`src/rtl/sad_pkg.sv`:
```
// Shared constants and state encoding for the SAD processor datapath.
package sad_pkg;

   localparam int unsigned IMG_COLS  = 640;
   localparam int unsigned IMG_ROWS  = 480;
   localparam int unsigned X_W       = 10;
   localparam int unsigned Y_W       = 9;
   localparam int unsigned BYTE_BITS = 8;

   typedef enum logic [1:0] {
      S_IDLE = 2'd0,
      S_FILL = 2'd1,
      S_DONE = 2'd2
   } state_t;

endpackage

```
`src/rtl/row_input_buffer_if.sv`:
```
// Byte stream from the UART receiver and row write port towards the image RAM.
interface row_input_buffer_if
   import sad_pkg::*;
#(
   parameter int unsigned COLS   = IMG_COLS,
   parameter int unsigned AW     = Y_W,
   parameter int unsigned BYTE_W = BYTE_BITS
) ();

   logic              byte_valid;
   logic [BYTE_W-1:0] byte_in;
   logic              wr_en;
   logic [AW-1:0]     wr_addr;
   logic [COLS-1:0]   row_data;

   modport master (
      output byte_valid, byte_in,
      input  wr_en, wr_addr, row_data
   );

   modport slave (
      input  byte_valid, byte_in,
      output wr_en, wr_addr, row_data
   );

endinterface

```
`src/rtl/row_input_buffer_byte_row_packer.sv`:
```
// Packs accepted pixel bytes into one COLS-bit row; byte k lands in columns
// BYTE_W*k .. BYTE_W*k+BYTE_W-1 with the byte MSB as the leftmost pixel.
module byte_row_packer
   import sad_pkg::*;
#(
   parameter int unsigned COLS   = IMG_COLS,
   parameter int unsigned BYTE_W = BYTE_BITS
) (
   input  logic              clock,
   input  logic              reset,
   input  logic              clear,
   input  logic              byte_valid,
   input  logic [BYTE_W-1:0] byte_in,
   output logic              row_full,
   output logic [COLS-1:0]   packed_row
);

   localparam int unsigned NBYTES = COLS / BYTE_W;
   localparam int unsigned CW     = $clog2(NBYTES);
   localparam int unsigned LAST   = NBYTES - 1;

   logic [CW-1:0]     byte_cnt;
   logic [COLS-1:0]   shreg;
   logic [BYTE_W-1:0] byte_rev;

   always_comb begin
      byte_rev = '0;
      for (int unsigned j = 0; j < BYTE_W; j++) begin
         byte_rev[j] = byte_in[BYTE_W-1-j];
      end
   end

   // Shifting right and inserting at the top leaves byte 0 in the low columns
   // once a row is complete; stale bits from an abandoned row are fully
   // shifted out by then, so the register never needs clearing.
   assign packed_row = {byte_rev, shreg[COLS-1:BYTE_W]};
   assign row_full   = byte_valid && !clear && (byte_cnt == CW'(LAST));

   always_ff @(posedge clock) begin
      if (!reset) begin
         byte_cnt <= '0;
         shreg    <= '0;
      end else begin
         if (byte_valid) begin
            shreg <= packed_row;
         end
         if (clear) begin
            byte_cnt <= byte_valid ? CW'(1) : '0;
         end else if (byte_valid) begin
            byte_cnt <= row_full ? '0 : byte_cnt + CW'(1);
         end
      end
   end

endmodule

```
`src/rtl/row_input_buffer.sv`:
```
// Input stage of the SAD processor: packs UART pixel bytes into image rows,
// writes each row to the RAM and flags a complete frame.
module row_input_buffer
   import sad_pkg::*;
#(
   parameter int unsigned COLS   = IMG_COLS,
   parameter int unsigned ROWS   = IMG_ROWS,
   parameter int unsigned BYTE_W = BYTE_BITS,
   parameter int unsigned AW     = Y_W
) (
   input  logic                 clock,
   input  logic                 reset,
   input  logic                 start,
   row_input_buffer_if.slave    bus,
   output logic [AW:0]          rows_done,
   output logic                 ready,
   output logic                 overrun
);

   state_t          state;
   state_t          state_nxt;
   logic [AW-1:0]   row_cnt;
   logic            accept;
   logic            row_full;
   logic            last_row;
   logic [COLS-1:0] packed_row;

   // start makes the same-cycle byte the first byte of the new frame
   assign accept   = bus.byte_valid && (start || (state == S_FILL));
   assign last_row = (row_cnt == AW'(ROWS - 1));

   byte_row_packer #(
      .COLS   (COLS),
      .BYTE_W (BYTE_W)
   ) u_packer (
      .clock      (clock),
      .reset      (reset),
      .clear      (start),
      .byte_valid (accept),
      .byte_in    (bus.byte_in),
      .row_full   (row_full),
      .packed_row (packed_row)
   );

   always_ff @(posedge clock) begin
      if (!reset) begin
         state <= S_IDLE;
      end else begin
         state <= state_nxt;
      end
   end

   always_comb begin
      state_nxt = state;
      if (start) begin
         state_nxt = S_FILL;
      end else begin
         case (state)
            S_IDLE:  state_nxt = S_IDLE;
            S_FILL:  if (row_full && last_row) state_nxt = S_DONE;
            S_DONE:  state_nxt = S_DONE;
            default: state_nxt = S_IDLE;
         endcase
      end
   end

   always_ff @(posedge clock) begin
      if (!reset) begin
         bus.wr_en    <= 1'b0;
         bus.wr_addr  <= '0;
         bus.row_data <= '0;
         row_cnt      <= '0;
         rows_done    <= '0;
         ready        <= 1'b0;
         overrun      <= 1'b0;
      end else begin
         bus.wr_en <= 1'b0;
         if (start) begin
            row_cnt   <= '0;
            rows_done <= '0;
            ready     <= 1'b0;
            overrun   <= 1'b0;
         end else begin
            if (row_full) begin
               bus.wr_en    <= 1'b1;
               bus.wr_addr  <= row_cnt;
               bus.row_data <= packed_row;
               rows_done    <= rows_done + (AW+1)'(1);
               row_cnt      <= last_row ? '0 : row_cnt + AW'(1);
               if (last_row) begin
                  ready <= 1'b1;
               end
            end
            if (bus.byte_valid && (state != S_FILL)) begin
               overrun <= 1'b1;
            end
         end
      end
   end

endmodule

```
`src/flat_wrapper.sv`:
```
// flat-port wrapper written by rule: the top's interface ports become plain ports
module row_input_buffer_flat import sad_pkg::*;
#(
   parameter int unsigned COLS   = IMG_COLS,
   parameter int unsigned ROWS   = IMG_ROWS,
   parameter int unsigned BYTE_W = BYTE_BITS,
   parameter int unsigned AW     = Y_W
)
  (clock, reset, start, rows_done, ready, overrun, bus_byte_valid, bus_byte_in, bus_wr_en, bus_wr_addr, bus_row_data);
  row_input_buffer_if #(.COLS(COLS), .AW(AW), .BYTE_W(BYTE_W)) bus_i ();
  input  logic clock;
  input  logic reset;
  input  logic start;
  output logic [AW:0] rows_done;
  output logic ready;
  output logic overrun;
  input wire logic [$bits(bus_i.byte_valid)-1:0] bus_byte_valid;
  input wire logic [$bits(bus_i.byte_in)-1:0] bus_byte_in;
  output wire logic [$bits(bus_i.wr_en)-1:0] bus_wr_en;
  output wire logic [$bits(bus_i.wr_addr)-1:0] bus_wr_addr;
  output wire logic [$bits(bus_i.row_data)-1:0] bus_row_data;
  assign bus_i.byte_valid = bus_byte_valid;
  assign bus_i.byte_in = bus_byte_in;
  assign bus_wr_en = bus_i.wr_en;
  assign bus_wr_addr = bus_i.wr_addr;
  assign bus_row_data = bus_i.row_data;
  row_input_buffer #(.COLS(COLS), .ROWS(ROWS), .BYTE_W(BYTE_W), .AW(AW)) u_core (.clock(clock), .reset(reset), .start(start), .bus(bus_i), .rows_done(rows_done), .ready(ready), .overrun(overrun));
endmodule
```
`config.mk`:
```
export PLATFORM = sky130hd
export DESIGN_NAME = row_input_buffer_flat
export DESIGN_NICKNAME = d
export VERILOG_FILES = /design/src/rtl/sad_pkg.sv /design/src/rtl/row_input_buffer_if.sv /design/src/rtl/row_input_buffer_byte_row_packer.sv /design/src/rtl/row_input_buffer.sv /design/src/flat_wrapper.sv
export SDC_FILE = /design/constraint.sdc
export NUM_CORES = 2
export LEC_CHECK = 0
export ABC_AREA = 1
export BUFFER_PORTS_ARGS = -buffer_cell sky130_fd_sc_hd__buf_2
export CAP_MARGIN = 20
export CELL_PAD_IN_SITES_DETAIL_PLACEMENT = 1
export CELL_PAD_IN_SITES_GLOBAL_PLACEMENT = 1
export CORE_MARGIN = 5
export CORE_UTILIZATION = 44
export DETAILED_ROUTE_END_ITERATION = 16
export PLACE_DENSITY_LB_ADDON = 0.1
export SLEW_MARGIN = 40
export SYNTH_ARGS = -nofsm -noshare
export SYNTH_HDL_FRONTEND = slang
export SYNTH_SLANG_ARGS = --single-unit
```
`constraint.sdc`:
```
create_clock -name clock -period 4.16 [get_ports clock]
set_clock_uncertainty 0.15 [all_clocks]
set_input_delay 0.208 -clock clock [delete_from_list [all_inputs] [get_ports clock]]
set_output_delay 0.208 -clock clock [all_outputs]
set_load 0.01 [all_outputs]
```
* Yosys cells after proc, flatten, opt, wreduce, memory -nomap -nowiden
Cells that the tools add are included.
Operators by class: add/subtract/negate cells 3, eq/ne operators 7, mux-type cells 9, bitwise gates (word level) 2, reductions and logical operators 11
Operators with widths (count):
- $mux W7 | 3
- $add A10 B1 Y10 const B | 1
- $add A9 B1 Y9 const B | 1
- $eq A9 B9 Y1 const B | 1
- $mux W9 | 1
- $add A7 B1 Y7 const B | 1
- $eq A7 B7 Y1 const B | 1
- $logic_and A1 B1 Y1 | 5
- $pmux W2 S2 | 1
- $reduce_and A2 Y1 | 2
- $mux W1 | 3
- $ne A3 B3 Y1 const B | 1
- $eq A2 B1 Y1 const B | 1
- $eq A2 B2 Y1 const B | 1
- $mux W2 | 1
- $ne A2 B1 Y1 const B | 1
- $ne A2 B2 Y1 const B | 1
- $not A1 Y1 | 2
- $reduce_bool A2 Y1 | 1
- $reduce_or A2 Y1 | 1
- $logic_not A1 Y1 | 1
- $logic_or A1 B1 Y1 | 1
Storage, ports and cells: bits in registers 1320, input port bits 12, output and inout port bits 662, word-level logic and storage cells 43

* Logic depth before layout (Yosys ltp)
word-level depth 9, mapped depth 10, mapped depth without buffers 10

* By module
Synthesis repeated with hierarchy kept, for this count alone.
Unflattened totals: cells, all modules 5761, area total of the unflattened synthesis 45198.3 um^2
Modules (own cells, without submodules):
- row_input_buffer | instances 1, cells an instance 2953, area each 23075.9 um^2, sequential area each 13472.9 um^2
- byte_row_packer | instances 1, cells an instance 2808, area each 22122.5 um^2, sequential area each 12792.3 um^2

* Least setup slack after synthesis
No wires, ideal clock.
path type reg2reg, start point register u_core.u_packer.byte_cnt[0], end point register u_core.bus.row_data[259], setup time 0.116 ns, data arrival time 1.611 ns, data required time 3.894 ns, setup slack 2.284 ns, stages on the path, launching flop included 10, buffers on the path 3, clock period less this slack 1.876 ns, cell sequence dfxtp_1 ha_1 nand3_2 nor2_2 nand2_1 buf_4 buf_2 clkbuf_1 o21ai_0 nor2_1
On the way: longest elaborated chain between the ends 3
RTL lines:
- start, declared | RTL line row_input_buffer_byte_row_packer.sv:22 | logic [CW-1:0] byte_cnt;
- start signal, assigned | RTL line row_input_buffer_byte_row_packer.sv:48 | byte_cnt <= byte_valid ? CW'(1) : '0;
- start signal, assigned | RTL line row_input_buffer_byte_row_packer.sv:50 | byte_cnt <= row_full ? '0 : byte_cnt + CW'(1);
- $eq A7 B7 Y1 | RTL line row_input_buffer_byte_row_packer.sv:37 | assign row_full = byte_valid && !clear && (byte_cnt == CW'(LAST));
- $logic_and A1 B1 Y1 | RTL line row_input_buffer_byte_row_packer.sv:37
- $reduce_and A2 Y1 (no line)
- end signal, assigned | RTL line row_input_buffer.sv:87 | bus.row_data <= packed_row;
- end, declared | RTL line row_input_buffer_if.sv:23 | output wr_en, wr_addr, row_data
Every way passes these cells. A chain may end at the register's enable or synchronous reset.

* Worst setup path after layout
start point input reset, end point register u_core.overrun
On the way: longest elaborated chain between the ends 2
RTL lines:
- start, declared | RTL line flat_wrapper.sv:12 | input logic reset;
- $not A1 Y1 (no line)
- $reduce_or A2 Y1 (no line)
- end signal, assigned | RTL line row_input_buffer.sv:75 | overrun <= 1'b0;
- end signal, assigned | RTL line row_input_buffer.sv:82 | overrun <= 1'b0;
- end signal, assigned | RTL line row_input_buffer.sv:95 | overrun <= 1'b1;
- end, declared | RTL line row_input_buffer.sv:17 | output logic overrun
Every way passes these cells.

==> key figures <==
Setup path
  – Worst R2R End: u_core.bus.row_data[579]
  – Worst setup startpoint: reset
  – WP data required: about 4.7 ns
  – RR Startpoint: u_core.u_packer.byte_cnt[0]
  – Crit-path cells: dlygate4sd3_1 -> buf_8 -> clkinv_1 -> nor2_2 -> clkinv_1 -> nor2_1 -> dlygate4sd3_1
  – Worst path depth: 7
  – Slowest cell on crit path: dlygate4sd3_1
  – Setup CP Type: input port to register
  – FF-to-FF setup slack: 1.40 ns
  – CP delay by family, top: buffers and inverters
  – Crit path DAT: 3.32 ns
  – Reg2reg path depth: 7
  – WP buf/inv: 5
  – Crit end category: register
  – CP max FO: slightly below 60
  – Critical Path Sink: u_core.overrun
  – CP startpoint kind: input port
  – CP max stage delay: 0.56 ns

Synth
  – Most numerous cell in the Yosys netlist: nor2_1
  – Register bit count reported by yosys: 1312
  – Syn Nets: 5793
  – Top_reg_cell synth: dfxtp_1
  – Number of library cell types mapped by synthesis: 26
  – Ys async rst share: 0%
  – Synth area leader: dfxtp_1
  – Top cells by area, synth: dfxtp_1 58%, nor2_1 22%, o21ai_0 14%
  – Gate Count Post-Synth: about 5800
  – Synth top area share: between 50 and 60%
  – EDFF count, synth: 0
  – Commonest cells post-synth: 2584 x nor2_1, 1312 x dfxtp_1, 1248 x o21ai_0, 301 x clkbuf_1, 99 x buf_2
  – Synth Area per Inst: 7.79 sq um
  – Sequential fraction of the synthesis area: 58.4%
  – Yosys warnings: 0
  – Post-Syn Area: ~45000 sq um

Drt
  – Total routed wirelength: roughly 140 mm
  – Pre-antenna DRT Iters: 7
  – WL/cell: 18.7 um
  – Residual DRC count: 0
  – Total number of vias: roughly 40000
  – First DRT Iteration DRCs: 2950
  – Avg Vias per Cell: 5.13
  – Post-route ant nets: 0

Power and ir drop
  – Pwr dens: 512 nW/um^2
  – Peak VDD IR: 0.365 mV
  – Leakage: 22.8 nW

Floorplanning
  – Initial Util: 44.2%
  – Die width: 330 um
  – FP Rows: 117
  – I/O Pins: 674
  – Die H: between 300 and 400 um
  – Core area: 102000 sq um
  – Die area: about 110000 sq um

Timing
  – Max-slew violations: 0
  – Fin crit period: 2.80 ns
  – Slew HR: roughly 40%
  – Slew of the pin with the lowest slew margin: 0.905 ns
  – Fin crit share: around 67%
  – RSZ-0062 raised after global routing: no
  – Fmax achieved: 357 MHz
  – Endpoints failing setup: 0
  – Hold Vio Cnt, Final: 0
  – Setup_tns: 0 ns

Layout
  – Multi-input logic area: roughly 17000 sq um
  – Fin nets: 6238
  – Layout area overhead: 19.8%
  – Share of cells above drive strength 1: 15.0%
  – # fillers: 12600
  – Storage element area: 26300 sq um
  – Finished Cell Area: 53900 sq um

CTS
  – Worst skew pair latency: 0.74 ns
  – Sink Count: 1312
  – Clk buf depth: 3
  – Worst-path clk slew: 0.06 ns
  – CTS Buf Count: between 100 and 150
  – H-Tree Depth: 4
  – Clock root buffer: clkbuf_16
  – TritonCTS clock tree: built

Global routing
  – Initial antenna violation count: 2
  – Total GRT Usage: about a quarter
  – First-pass GRT wire length: 222 mm
  – Grt ovf: 0
  – Largest net degree at the start of global routing: 245
  – Vias in the first global route: 39300

Worst hold path
  – Hold depth: 4
  – Worst Hold Class: input port to register
  – Hold_sp: bus_byte_in[1]

Placement
  – I/O Buffers: just under 700
  – Post-DP HPWL: about 94 mm
  – Dpl cell area: between 40000 and 50000 sq um
  – RD Place Congestion: 0.793

Flow run
  – MaxCap Viol Count: 0

Status
  – Status: complete, no violations
## timing repair
action                                 4_1_cts  5_1_grt
endpoints found under the hold margin      121        0
hold buffers                                12        0
buffers inserted                             0        0
resized for setup                            0        0
## sequential cells by signal (all words and copies together), names as in the netlist, 2 cells and up
name / cells
u_core.u_packer.shreg: 632
u_core.u_packer.byte_cnt: 7
u_core.bus.wr_addr: 9
u_core.bus.row_data: 640
u_core.row_cnt: 9
u_core.rows_done: 10
u_core.state: 2
## stage by stage
step | hold WS, ns | total power [W] | instances | util (%) | setup slack [ns]
after floorplan | 0.203 | 0.0146 | 5777 | - | 2.28
after global placement | 0.302 | 0.0150 | 7431 | 48.1 | 1.56
after detailed placement | 0.312 | 0.0150 | 7434 | 48.1 | 1.47
after CTS | 0.0859 | 0.0279 | 7697 | 53.0 | 1.35
after global routing | 0.153 | 0.0287 | 7700 | 53.0 | 1.15
final | 0.158 | 0.0276 | 7701 | 53.0 | 1.36
## cell usage in the layout (no fill, tap or decap), types with 2 or more instances in the layout
cell type      netlist  routed
a21boi_0             2       2
a21oi_1             27      27
buf_12               0      22
buf_16               0       4
buf_2               99     672
buf_4               22      19
buf_6                1       2
bufinv_16            0       8
clkbuf_1           301      32
clkbuf_16            0     150
clkbuf_8             0      37
clkinv_1             2       2
clkinv_2             0      18
dfxtp_1           1312    1312
diode_2              0       3
dlygate4sd3_1        0      12
ha_1                 4       4
inv_1               32      31
inv_6                0       4
nand2_1             63      62
nand3_1             17      17
nand3_2              2       2
nand3b_1             3       3
nand4_1              2       2
nor2_1            2584    2584
nor2_2               2       2
o21ai_0           1248    1248
o21ai_1             41      40
## routing by layer
layer	GRT usage, %	part of all wire, %
met3	4.79	4.9
met1	32.4	44
met5	0	0
met4	9.79	3.8
met2	42.8	48
## worst register-to-register path, cell delays in order (launching register included)
cell     delay, ns
dfxtp_1       0.40
ha_1          0.24
nand3_2       0.16
nor2_2        0.28
nand2_4       0.46
buf_12        0.42
o21ai_0       0.50
nor2_1        0.06
## area by class of cell
class,count,area share (%)
Inverter,34,0.251
Antenna cell,3,0.0139
Sequential cell,1312,48.7
Tap cell,1368,3.17
Multi-Input combinational cell,4001,31.2
Timing Repair Buffer,732,7.82
Clock buffer,219,8.13
Clock inverter,32,0.724
## kinds of logic (layout without fill, tap and decap cells)
| group | after synthesis | in the layout | synth area share, % |
|---|---|---|---|
| xor+xnor | 1 | 1 | 0.0195 |
| flops | 1312 | 1312 | 58.4 |
| other cells | 0 | 3 | 0 |
| buf+inv | 464 | 1017 | 4.35 |
| compound gates | 1321 | 1321 | 14.7 |
| simple gates | 2675 | 2675 | 22.4 |
| fa+ha+maj | 4 | 4 | 0.111 |
## worst min path at each step
stage                                 end
2_1_floorplan              u_core.overrun
6_report         u_core.bus.row_data[638]
4_1_cts          u_core.bus.row_data[634]
5_1_grt        u_core.u_packer.shreg[636]
3_3_place_gp          u_core.rows_done[4]
3_5_place_dp          u_core.rows_done[4]
## power breakdown
group	total, W	internal [W]	switching [W]
Clock	0.0128	0.00772	0.00507
Combinational	0.00138	0.000449	0.000934
Sequential	0.0134	0.0130	0.000386
Total	0.0276	0.0212	0.00639
(Power assumes the default switching activity.)
